**src/rtl/sram_arbiter_pkg.sv**
```systemverilog
// sram_arbiter_pkg
// Shared types and constants for the SRAM arbiter: FSM state encoding, access owner encoding,
// default SRAM address/data widths, starvation counter width and the winner-selection rule.
// No ports (package).

package sram_arbiter_pkg;

    localparam int unsigned ARB_ADDR_W  = 16;
    localparam int unsigned ARB_DATA_W  = 16;
    localparam int unsigned STARVE_W    = 4;

    typedef enum logic [1:0] {
        ArbIdle   = 2'd0,
        ArbAccess = 2'd1,
        ArbTurn   = 2'd2
    } arb_state_e;

    typedef enum logic {
        OwnCpu = 1'b0,
        OwnVga = 1'b1
    } owner_e;

    // CPU wins when it is the only requester, or when it has waited long enough.
    function automatic logic cpu_wins(input logic cpu_req, input logic vga_req,
                                      input logic starved);
        return cpu_req && (!vga_req || starved);
    endfunction

endpackage

```
**src/rtl/sram_arbiter_if.sv**
```systemverilog
// sram_arbiter_if
// Bundles the CPU request path, the VGA fetch path and the SRAM macro pins.
//   slave  : arbiter view (takes requests, drives grants, read data and SRAM pins)
//   master : requester/SRAM view (drives requests and SRAM read data, observes the rest)
// Parameters: ADDR_W (word address width), DATA_W (data width).

interface sram_arbiter_if #(
    parameter int unsigned ADDR_W = 16,
    parameter int unsigned DATA_W = 16
);

    // CPU load/store path
    logic              cpu_req;
    logic              cpu_we;
    logic [ADDR_W-1:0] cpu_addr;
    logic [DATA_W-1:0] cpu_wdata;
    logic              cpu_gnt;
    logic              cpu_rvalid;
    logic [DATA_W-1:0] cpu_rdata;

    // VGA frame-buffer fetch (read-only)
    logic              vga_req;
    logic [ADDR_W-1:0] vga_addr;
    logic              vga_gnt;
    logic              vga_rvalid;
    logic [DATA_W-1:0] vga_rdata;

    // SRAM macro pins
    logic              sram_en;
    logic              sram_we;
    logic [ADDR_W-1:0] sram_addr;
    logic [DATA_W-1:0] sram_wdata;
    logic [DATA_W-1:0] sram_rdata;

    modport slave (
        input  cpu_req, cpu_we, cpu_addr, cpu_wdata,
        output cpu_gnt, cpu_rvalid, cpu_rdata,
        input  vga_req, vga_addr,
        output vga_gnt, vga_rvalid, vga_rdata,
        output sram_en, sram_we, sram_addr, sram_wdata,
        input  sram_rdata
    );

    modport master (
        output cpu_req, cpu_we, cpu_addr, cpu_wdata,
        input  cpu_gnt, cpu_rvalid, cpu_rdata,
        output vga_req, vga_addr,
        input  vga_gnt, vga_rvalid, vga_rdata,
        input  sram_en, sram_we, sram_addr, sram_wdata,
        output sram_rdata
    );

endinterface

```
**src/rtl/sram_arbiter_starve_ctr.sv**
```systemverilog
// sram_arbiter_starve_ctr
// Saturating CPU starvation counter with increment and clear.
// Ports:
//   clk, rst   : clock, synchronous active-low reset
//   inc        : count one more CPU loss (saturates at STARVE_MAX)
//   clr        : clear to zero (has priority over inc)
//   cnt        : current count
//   at_max     : cnt has reached STARVE_MAX

module sram_arbiter_starve_ctr
    import sram_arbiter_pkg::*;
#(
    parameter int unsigned STARVE_MAX = 4
) (
    input  logic                clk,
    input  logic                rst,
    input  logic                inc,
    input  logic                clr,
    output logic [STARVE_W-1:0] cnt,
    output logic                at_max
);

    localparam logic [STARVE_W-1:0] MaxCnt = STARVE_W'(STARVE_MAX);

    logic [STARVE_W-1:0] cnt_q;

    always_ff @(posedge clk) begin
        if (!rst) begin
            cnt_q <= '0;
        end else if (clr) begin
            cnt_q <= '0;
        end else if (inc && (cnt_q != MaxCnt)) begin
            cnt_q <= cnt_q + STARVE_W'(1);
        end
    end

    assign cnt    = cnt_q;
    assign at_max = (cnt_q == MaxCnt);

endmodule

```
**src/rtl/sram_arbiter.sv**
```systemverilog
// sram_arbiter
// Shares one single-port synchronous SRAM between the CPU load/store path and the VGA fetch.
// VGA has fixed priority; a CPU that has lost STARVE_MAX consecutive arbitrations wins the next.
// Ports:
//   clk, rst : clock, synchronous active-low reset
//   bus      : sram_arbiter_if.slave (CPU req/gnt/rvalid, VGA req/gnt/rvalid, SRAM pins)
// Sequencing: IDLE samples requests, ACCESS drives the SRAM and pulses the owner's gnt,
// a read returns rvalid the cycle after ACCESS, a write is followed by one TURN bubble.

module sram_arbiter
    import sram_arbiter_pkg::*;
#(
    parameter int unsigned ADDR_W     = ARB_ADDR_W,
    parameter int unsigned DATA_W     = ARB_DATA_W,
    parameter int unsigned STARVE_MAX = 4
) (
    input logic           clk,
    input logic           rst,
    sram_arbiter_if.slave bus
);

    arb_state_e          state_q;
    owner_e              owner_q;
    logic                cpu_gnt_q;
    logic                vga_gnt_q;
    logic                cpu_rvalid_q;
    logic                vga_rvalid_q;
    logic                sram_en_q;
    logic                sram_we_q;
    logic [ADDR_W-1:0]   sram_addr_q;
    logic [DATA_W-1:0]   sram_wdata_q;

    logic [STARVE_W-1:0] starve_cnt;
    logic                starved;
    logic                in_idle;
    logic                any_req;
    logic                cpu_win;
    logic                starve_inc;
    logic                starve_clr;

    assign in_idle = (state_q == ArbIdle);
    assign any_req = bus.cpu_req || bus.vga_req;
    assign cpu_win = cpu_wins(bus.cpu_req, bus.vga_req, starved);

    // Count only IDLE cycles where the CPU asked and lost; any CPU win or idle CPU clears.
    assign starve_inc = in_idle && bus.cpu_req && !cpu_win;
    assign starve_clr = !bus.cpu_req || (in_idle && cpu_win);

    sram_arbiter_starve_ctr #(
        .STARVE_MAX (STARVE_MAX)
    ) u_starve_ctr (
        .clk    (clk),
        .rst    (rst),
        .inc    (starve_inc),
        .clr    (starve_clr),
        .cnt    (starve_cnt),
        .at_max (starved)
    );

    // All bus-facing outputs are registered here, so there is no req-to-gnt combinational path.
    always_ff @(posedge clk) begin
        if (!rst) begin
            state_q      <= ArbIdle;
            owner_q      <= OwnCpu;
            cpu_gnt_q    <= 1'b0;
            vga_gnt_q    <= 1'b0;
            cpu_rvalid_q <= 1'b0;
            vga_rvalid_q <= 1'b0;
            sram_en_q    <= 1'b0;
            sram_we_q    <= 1'b0;
            sram_addr_q  <= '0;
            sram_wdata_q <= '0;
        end else begin
            // Pulsed outputs default low; only the transitions below raise them.
            cpu_gnt_q    <= 1'b0;
            vga_gnt_q    <= 1'b0;
            cpu_rvalid_q <= 1'b0;
            vga_rvalid_q <= 1'b0;
            sram_en_q    <= 1'b0;
            sram_we_q    <= 1'b0;

            unique case (state_q)
                ArbIdle: begin
                    if (any_req) begin
                        owner_q      <= cpu_win ? OwnCpu : OwnVga;
                        sram_en_q    <= 1'b1;
                        sram_we_q    <= cpu_win && bus.cpu_we;
                        sram_addr_q  <= cpu_win ? bus.cpu_addr : bus.vga_addr;
                        sram_wdata_q <= cpu_win ? bus.cpu_wdata : '0;
                        cpu_gnt_q    <= cpu_win;
                        vga_gnt_q    <= !cpu_win;
                        state_q      <= ArbAccess;
                    end
                end
                ArbAccess: begin
                    // sram_we_q still holds this access's direction during ACCESS.
                    if (sram_we_q) begin
                        state_q <= ArbTurn;
                    end else begin
                        cpu_rvalid_q <= (owner_q == OwnCpu);
                        vga_rvalid_q <= (owner_q == OwnVga);
                        state_q      <= ArbIdle;
                    end
                end
                ArbTurn: begin
                    state_q <= ArbIdle;
                end
                default: begin
                    state_q <= ArbIdle;
                end
            endcase
        end
    end

    assign bus.cpu_gnt    = cpu_gnt_q;
    assign bus.vga_gnt    = vga_gnt_q;
    assign bus.cpu_rvalid = cpu_rvalid_q;
    assign bus.vga_rvalid = vga_rvalid_q;
    assign bus.sram_en    = sram_en_q;
    assign bus.sram_we    = sram_we_q;
    assign bus.sram_addr  = sram_addr_q;
    assign bus.sram_wdata = sram_wdata_q;

    // Read data is only qualified by the matching rvalid.
    assign bus.cpu_rdata  = bus.sram_rdata;
    assign bus.vga_rdata  = bus.sram_rdata;

endmodule

```
**src/flat_wrapper.sv**
```systemverilog
// flat-port wrapper written by rule: the top's interface ports become plain ports
module sram_arbiter_flat import sram_arbiter_pkg::*;
#(
    parameter int unsigned ADDR_W     = ARB_ADDR_W,
    parameter int unsigned DATA_W     = ARB_DATA_W,
    parameter int unsigned STARVE_MAX = 4
)
  (clk, rst, bus_cpu_req, bus_cpu_we, bus_cpu_addr, bus_cpu_wdata, bus_cpu_gnt, bus_cpu_rvalid, bus_cpu_rdata, bus_vga_req, bus_vga_addr, bus_vga_gnt, bus_vga_rvalid, bus_vga_rdata, bus_sram_en, bus_sram_we, bus_sram_addr, bus_sram_wdata, bus_sram_rdata);
  sram_arbiter_if #(.ADDR_W(ADDR_W), .DATA_W(DATA_W)) bus_i ();
  input logic clk;
  input logic rst;
  input wire logic [$bits(bus_i.cpu_req)-1:0] bus_cpu_req;
  input wire logic [$bits(bus_i.cpu_we)-1:0] bus_cpu_we;
  input wire logic [$bits(bus_i.cpu_addr)-1:0] bus_cpu_addr;
  input wire logic [$bits(bus_i.cpu_wdata)-1:0] bus_cpu_wdata;
  output wire logic [$bits(bus_i.cpu_gnt)-1:0] bus_cpu_gnt;
  output wire logic [$bits(bus_i.cpu_rvalid)-1:0] bus_cpu_rvalid;
  output wire logic [$bits(bus_i.cpu_rdata)-1:0] bus_cpu_rdata;
  input wire logic [$bits(bus_i.vga_req)-1:0] bus_vga_req;
  input wire logic [$bits(bus_i.vga_addr)-1:0] bus_vga_addr;
  output wire logic [$bits(bus_i.vga_gnt)-1:0] bus_vga_gnt;
  output wire logic [$bits(bus_i.vga_rvalid)-1:0] bus_vga_rvalid;
  output wire logic [$bits(bus_i.vga_rdata)-1:0] bus_vga_rdata;
  output wire logic [$bits(bus_i.sram_en)-1:0] bus_sram_en;
  output wire logic [$bits(bus_i.sram_we)-1:0] bus_sram_we;
  output wire logic [$bits(bus_i.sram_addr)-1:0] bus_sram_addr;
  output wire logic [$bits(bus_i.sram_wdata)-1:0] bus_sram_wdata;
  input wire logic [$bits(bus_i.sram_rdata)-1:0] bus_sram_rdata;
  assign bus_i.cpu_req = bus_cpu_req;
  assign bus_i.cpu_we = bus_cpu_we;
  assign bus_i.cpu_addr = bus_cpu_addr;
  assign bus_i.cpu_wdata = bus_cpu_wdata;
  assign bus_cpu_gnt = bus_i.cpu_gnt;
  assign bus_cpu_rvalid = bus_i.cpu_rvalid;
  assign bus_cpu_rdata = bus_i.cpu_rdata;
  assign bus_i.vga_req = bus_vga_req;
  assign bus_i.vga_addr = bus_vga_addr;
  assign bus_vga_gnt = bus_i.vga_gnt;
  assign bus_vga_rvalid = bus_i.vga_rvalid;
  assign bus_vga_rdata = bus_i.vga_rdata;
  assign bus_sram_en = bus_i.sram_en;
  assign bus_sram_we = bus_i.sram_we;
  assign bus_sram_addr = bus_i.sram_addr;
  assign bus_sram_wdata = bus_i.sram_wdata;
  assign bus_i.sram_rdata = bus_sram_rdata;
  sram_arbiter #(.ADDR_W(ADDR_W), .DATA_W(DATA_W), .STARVE_MAX(STARVE_MAX)) u_core (.clk(clk), .rst(rst), .bus(bus_i));
endmodule
```
**config.mk**
```make
export PLATFORM = sky130hd
export DESIGN_NAME = sram_arbiter_flat
export DESIGN_NICKNAME = d
export VERILOG_FILES = /design/src/rtl/sram_arbiter_pkg.sv /design/src/rtl/sram_arbiter_if.sv /design/src/rtl/sram_arbiter_starve_ctr.sv /design/src/rtl/sram_arbiter.sv /design/src/flat_wrapper.sv
export SDC_FILE = /design/constraint.sdc
export NUM_CORES = 1
export LEC_CHECK = 0
export ABC_AREA = 1
export CAP_MARGIN = 20
export CORE_MARGIN = 10
export CORE_UTILIZATION = 35
export CTS_CLUSTER_DIAMETER = 30
export CTS_CLUSTER_SIZE = 25
export DETAILED_ROUTE_END_ITERATION = 8
export PLACE_DENSITY = 0.85
export SLEW_MARGIN = 20
export SYNTH_ARGS = -nofsm -noshare
export SYNTH_HDL_FRONTEND = slang
export SYNTH_HIERARCHICAL = 1
export SYNTH_SLANG_ARGS = --single-unit
export TNS_END_PERCENT = 50
```
**constraint.sdc**
```tcl
create_clock -name clk -period 2.1 [get_ports clk]
set_input_delay 0.21 -clock clk [delete_from_list [all_inputs] [get_ports clk]]
set_output_delay 0.21 -clock clk [all_outputs]
set_load 0.03 [all_outputs]
```
==> key figures, run 1 <==
Status
  • Status: complete, no violations

Place
  • RePlAce Congestion: roughly 0.80
  • HPWL Detailed: 4.52 mm
  • Placed Area: between 2000 and 3000 um2
  • Port bufs: 90

Timing
  • Slew @ Worst Pin: 452 ps
  • Setup TNS: 0 ps
  • Final Hold Viols: 0
  • Final Slew Violations: 0
  • Clk_skew: 8.55 ps
  • Minimum clock period: between 1500 and 2000 ps
  • Crit share post-route: ~90%
  • RSZ-0062 raised after global routing: no
  • Relative slew margins: a little over two thirds
  • Max Fclk: between 500 and 600 MHz
  • Setup violations, final: 0

Clock tree
  • Cts bufs inserted: 5
  • Clock Latency Late Sink: 290 ps
  • Cts hold-fix bufs: 0
  • Clock Root Buffer: clkbuf_8
  • Post-CTS sizing: 0
  • Clock Tree Buf Depth: 2
  • Post-CTS setup buffers: 0
  • CTS H-tree depth: 2
  • Clk pin slew, worst setup/hold paths: approximately 80 ps
  • CTS tree: built
  • Clock sink count: 45

Routing
  • Drt first pass iters: 4
  • DRC: 0
  • Final WL: about 5.8 mm
  • WL met3: about 530 um
  • Drt wl/cell: roughly 13 um
  • Post-route ant nets: 0
  • Met1 Wirelength: approximately 2.5 mm
  • Routed vias/inst: 4.40
  • Top sig layer: met4
  • DR iter-0 viols: between 60 and 70
  • Met2 wire length: between 2 and 3 mm
  • Via count: between 1,500 and 2,000

Synthesis
  • Post-synth EDFFs: 0
  • Top-count cell post-synth: nand2_1
  • Register area share after synthesis: about two fifths
  • Ys Warns: 6
  • Synth unique cells: 23
  • FFs w/ async S/R, synth: 0%
  • #FFs+latches synth: between 40 and 50
  • Commonest cells post-synth: 103 x nand2_1, 48 x inv_1, 45 x dfxtp_1
  • Syn Std Cell Area: approximately 2300 um2
  • Synth Net Count: 384
  • Yosys top cell area share: 39.6%
  • Avg Synthesized Cell Area: just over 7 um2
  • Synth area leader: dfxtp_1
  • Post-Syn Instances: 313
  • Ranking of synthesized cells by area: dfxtp_1 40%, nand2_1 17%, buf_4 12%
  • Post-synth top flop: dfxtp_1

Pwr
  • Max rail drop VDD: about 0.00034 V
  • Sequential share of power: 45.5%
  • P_leak: around 1.4 nW
  • Power Density: approximately 660 nW/um2
  • Power share of the clock group: around a third
  • Switching share of power: a little over a quarter
  • P_int: 0.00149 W
  • Net switching power figure: between 0.0005 and 0.0006 W
  • Gate power share: 21.5%

Layout
  • Share of layout cells above drive strength 1: ~8%
  • Final Cell Area: slightly above 3000 um2
  • Fillcell total: 629
  • Diode count: 0
  • P&R area growth vs syn: 35.1%
  • Final net count: 440

Worst setup path
  • CP endpoint kind: flip-flop
  • CP max stage delay: approximately 390 ps
  • Worst path most repeated cell: inv_1
  • Slowest CP cell: dfxtp_1
  • Crit-path max FO: 7
  • CP bufs+invs: 3
  • Critical path arrival: just over 2000 ps
  • Worst EP required: approximately 2300 ps
  • Crit path kind: reg2reg
  • CP cell instances: inv_1, ha_1, nand3_2, inv_1, inv_1, nand2_2, nor3_1, nand2_2, o21ai_0, nor2_1
  • CP Launch Type: flip-flop
  • Delay-heaviest family, CP: simple AND/OR/NAND/NOR gates

Flow run
  • Max_cap viols: 0

Die
  • Die Wd: between 100 and 150 um
  • Die ar.: about 10,000 um2
  • Starting Density: 36.0%
  • Chip height: around 100 um
  • Io pins: approximately 140
  • Core area: approximately 6300 um2
  • Cell Rows: 29

Global routing
  • GRT Total Usage: between 10% and 20%
  • Pin count of the biggest net entering global routing: 34
  • Overflow after GRT: 0
  • Initial antenna violation count: 0
  • First-pass GRT wire length: between 9 and 10 mm
  • Vias in the first global route: about 2,000

Worst hold path
  • Tightest Hold Check Type: in2out
-- per-layer routing --
metal	global-route usage, %	up-vias
met3	4.73	6
met4	4.57	0
li1	-	1025
met2	19.1	65
met1	11.9	873
met5	0	-
-- cell usage in the layout (no fill, tap or decap), types with 3 or more instances in the layout --
master,instances
clkbuf_8,6
clkdlybuf4s50_1,90
dfxtp_1,45
inv_1,48
nand2_1,103
nand3_1,17
nand4_1,7
nor2_1,13
nor2_4,3
o21ai_0,3
o21ai_1,10
o21ai_2,7
-- path summary, 6_finish.rpt --
| check | startpoint | to | slack (ps) | depth (start not counted) |
|---|---|---|---|---|
| max | u_core/u_starve_ctr/cnt[0] | u_core/u_starve_ctr/cnt[0] | 210 | 10 |
| min reg2reg | u_core/owner_q | u_core/bus.cpu_rvalid | 450 | 1 |
| max reg2reg | u_core/u_starve_ctr/cnt[0] | u_core/u_starve_ctr/cnt[0] | 210 | 10 |
| min | bus_sram_rdata[1] | bus_cpu_rdata[1] | 420 | 0 |
-- power groups by stage --
stage / logic, W / clock network [W] / registers (W)
floorplan: 0.000268 / 0 / 0.00103
global placement: 0.000435 / 0 / 0.000944
global route: 0.000477 / 0.000727 / 0.000932
detailed placement: 0.000443 / 0 / 0.000946
finish: 0.000438 / 0.000671 / 0.000926
CTS: 0.000445 / 0.000701 / 0.000926
-- sequential cells by signal, indices dropped and copies added, names as in the netlist --
register / cells
u_core/bus.vga_gnt: 1
u_core/state_q: 2
u_core/bus.cpu_rvalid: 1
u_core/bus.vga_rvalid: 1
u_core/bus.sram_we: 1
u_core/bus.cpu_gnt: 1
u_core/owner_q: 1
u_core/bus.sram_wdata: 16
u_core/bus.sram_en: 1
u_core/bus.sram_addr: 16
u_core/u_starve_ctr/cnt: 4
-- final cells by class --
class | count | area (um2) | area share (%)
clock buffer | 6 | 82.6 | 2.69
clock inverter | 2 | 37.5 | 1.22
inverter | 50 | 188 | 6.11
multi-input combinational | 174 | 832 | 27.1
sequential | 45 | 901 | 29.3
tap | 77 | 96.3 | 3.14
timing repair buffer | 93 | 936 | 30.5
-- per-stage QoR --
step	total power (W)	hold slack [ps]	setup WS (ps)	cells	util (%)
after floorplan	0.00130	336	494	313	-
after global placement	0.00138	420	285	439	46.8
after detailed placement	0.00139	420	213	439	46.8
after CTS	0.00207	420	205	447	48.7
after global routing	0.00214	420	0.858	447	48.7
final	0.00203	420	213	447	48.7
-- cell families (layout without fill, tap and decap cells) --
group	Yosys count	count (layout)	share of synthesized area (%)
compound gates	21	21	6.05
fa+ha+maj	2	2	1.10
flops	45	45	39.6
simple gates	151	151	29.4
buf+inv	94	151	23.8
(Power assumes the default switching activity.)
==> run 2: changes to the inputs <==
--- a/config.mk
+++ b/config.mk
@@ -12,7 +12,10 @@
 export CTS_CLUSTER_DIAMETER = 30
 export CTS_CLUSTER_SIZE = 25
 export DETAILED_ROUTE_END_ITERATION = 8
+export GPL_ROUTABILITY_DRIVEN = 0
 export PLACE_DENSITY = 0.85
+export SETUP_SLACK_MARGIN = 0.5
+export SKIP_LAST_GASP = 1
 export SLEW_MARGIN = 20
 export SYNTH_ARGS = -nofsm -noshare
 export SYNTH_HDL_FRONTEND = slang
==> run 2 against run 1 <==
Against the previous run:
- sequential power about the same
- clock skew shrank 0.62 ps
- sequential cell count did not move
- critical endpoint is now bus_sram_wdata[13]
- first-iteration DRC count fell by 8.7%
- utilization increased by 1.7 points
- via count increased by 2.2%
- clock power decreased by 3.4%
- die area stayed put
- worst hold slack barely moved
- final cell count up 2.2%
- fmax increased by 22%
- cell area rose by 3.6%
==> key figures, run 2 (same netlist as run 1, synthesis figures left out) <==
Die
  • Die ar.: 10,100 um2 (unchanged)
  • Cell Rows: 29 (unchanged)
  • Io pins: 139 (unchanged)
  • Die Wd: 101 um (unchanged)
  • Starting Density: 36.0% (unchanged)
  • Chip height: 101 um (unchanged)
  • Core area: 6310 um2 (unchanged)

Worst setup path
  • Crit-path max FO: 2 (was 7)
  • Critical path arrival: 1330 ps (was 2070 ps)
  • CP endpoint kind: primary output (was flip-flop)
  • CP Launch Type: flip-flop (unchanged)
  • Worst Reg-to-Reg Cells: 11 (was 10)
  • CP cell instances: clkdlybuf4s50_1 (was inv_1, ha_1, nand3_2, inv_1, inv_1, nand2_2, nor3_1, nand2_2, o21ai_0, nor2_1)
  • CP bufs+invs: 1 (was 3)
  • Worst EP required: 1890 ps (was 2280 ps)
  • Delay-heaviest family, CP: buffers and inverters (was simple AND/OR/NAND/NOR gates)
  • Crit. path cell count: 1 (was 10)
  • Crit path kind: reg2out (was reg2reg)
  • Slowest CP cell: clkdlybuf4s50_1 (was dfxtp_1)
  • CP max stage delay: 680 ps (was 390 ps)

Global routing
  • First-pass GRT wire length: 9.47 mm (was 9.38 mm)
  • GRT Total Usage: 11.5% (was 11.2%)
  • Pin count of the biggest net entering global routing: 34 (unchanged)
  • Vias in the first global route: 2,000 (was 1,995)
  • Overflow after GRT: 0 (unchanged)
  • Initial antenna violation count: 0 (unchanged)

Timing
  • Max Fclk: 649 MHz (was 530 MHz)
  • Clk_skew: 7.93 ps (was 8.55 ps)
  • Final Slew Violations: 0 (unchanged)
  • Relative slew margins: 67.6% (was 69.9%)
  • Minimum clock period: 1540 ps (was 1890 ps)
  • RSZ-0062 raised after global routing: yes (was no)
  • Slew @ Worst Pin: 487 ps (was 452 ps)
  • Crit share post-route: 73.4% (was 89.9%)
  • Worst hold slack: 420 ps (about the same)
  • Final Hold Viols: 0 (unchanged)
  • Setup TNS: 0 ps (unchanged)
  • Setup violations, final: 0 (unchanged)

Clock tree
  • Clock sink count: 45 (unchanged)
  • Clock Root Buffer: clkbuf_8 (unchanged)
  • Clock Latency Late Sink: 300 ps (was 290 ps)
  • Cts bufs inserted: 5 (unchanged)
  • Cts hold-fix bufs: 0 (unchanged)
  • CTS tree: built (unchanged)
  • Clk pin slew, worst setup/hold paths: 90 ps (was 80 ps)
  • Clock Tree Buf Depth: 2 (unchanged)
  • CTS H-tree depth: 2 (unchanged)

Layout
  • Most frequent cells in the layout: 102 x nand2_1, 89 x clkdlybuf4s50_1, 44 x inv_1 (was 103 x nand2_1, 90 x clkdlybuf4s50_1, 48 x inv_1)
  • Most common cell after layout, fill and taps aside: nand2_1 (unchanged)
  • Final core occ: 50.4% (was 48.7%)
  • Fillcell total: 637 (was 629)
  • Share of layout cells above drive strength 1: 13.2% (was 8.11%)
  • Diode count: 0 (unchanged)
  • Final net count: 450 (was 440)
  • P&R area growth vs syn: 39.9% (was 35.1%)

Pwr
  • P_leak: 1.42 nW (was 1.38 nW)
  • Max rail drop VDD: 0.000350 V (was 0.000335 V)
  • Power Density: 638 nW/um2 (was 662 nW/um2)
  • Total power: 0.00203 W (about the same)

Routing
  • Final WL: 5.96 mm (was 5.78 mm)
  • Post-route ant nets: 0 (unchanged)
  • Via count: 2,012 (was 1,969)
  • Drt wl/cell: 13.0 um (was 12.9 um)
  • DRC: 0 (unchanged)
  • Drt first pass iters: 4 (unchanged)
  • DR iter-0 viols: 63 (was 69)
  • Routed vias/inst: 4.40 (about the same)

Place
  • HPWL Detailed: 4.48 mm (was 4.52 mm)
  • Port bufs: 90 (unchanged)

Flow run
  • Max_cap viols: 0 (unchanged)

Worst hold path
  • Depth of the worst hold-timing path: 0 (unchanged)
  • Tightest Hold Check Type: in2out (unchanged)

Status
  • Status: complete, no violations (unchanged)
run 2: layer usage:
metal / track usage, % / vias up / share of wire, %
li1: - / 1042 / -
met1: 11.0 / 883 / 36
met2: 20.0 / 77 / 50
met3: 6.72 / 10 / 12
met4: 3.91 / 0 / 1.4
met5: 0 / - / 0
run 2: power breakdown:
| group | switching [W] | internal [W] | total (W) |
|---|---|---|---|
| clock | 0.000292 | 0.000356 | 0.000648 |
| combinational | 0.000241 | 0.000217 | 0.000458 |
| sequential | 0.0000240 | 0.000901 | 0.000925 |
run 2: what timing repair did:
action	in CTS	in global routing
setup buffers	5	5
pin swaps	1	6
resized for setup	9	11
endpoints found under the setup margin	34	43
run 2: cell type report:
cell class | count | area, um2 | share of cell area [%]
clock buffer | 5 | 68.8 | 2.16
clock inverter | 3 | 46.3 | 1.45
timing repair buffer | 103 | 1010 | 31.7
inverter | 50 | 188 | 5.90
sequential | 45 | 903 | 28.4
multi-input combinational | 174 | 872 | 27.4
tap | 77 | 96.3 | 3.03
run 2: worst register-to-register path, delay by kind of cell, from the launching register on:
family / cells / cell delay (ps)
adder cells (fa/ha/maj): 1 / 200
AND/OR/NAND/NOR: 5 / 590
buffers and inverters: 4 / 240
AO/OA/AOI/OAI: 1 / 120
flip-flops: 1 / 330
run 2: through the flow:
step,worst slack (ps),cells,instance area (um2)
floorplan,502,313,2270
global placement,251,439,2940
detailed placement,161,439,2940
CTS,489,452,3120
global route,466,457,3180
finish,559,457,3180
run 2: worst paths after layout:
path                                endpoint                        from  slack, ps
hold / removal             bus_cpu_rdata[10]          bus_sram_rdata[10]        420
setup / recovery          bus_sram_wdata[13]   u_core/bus.sram_wdata[13]        560
setup reg to reg  u_core/u_starve_ctr/cnt[2]  u_core/u_starve_ctr/cnt[1]        570
hold reg to reg        u_core/bus.cpu_rvalid              u_core/owner_q        440
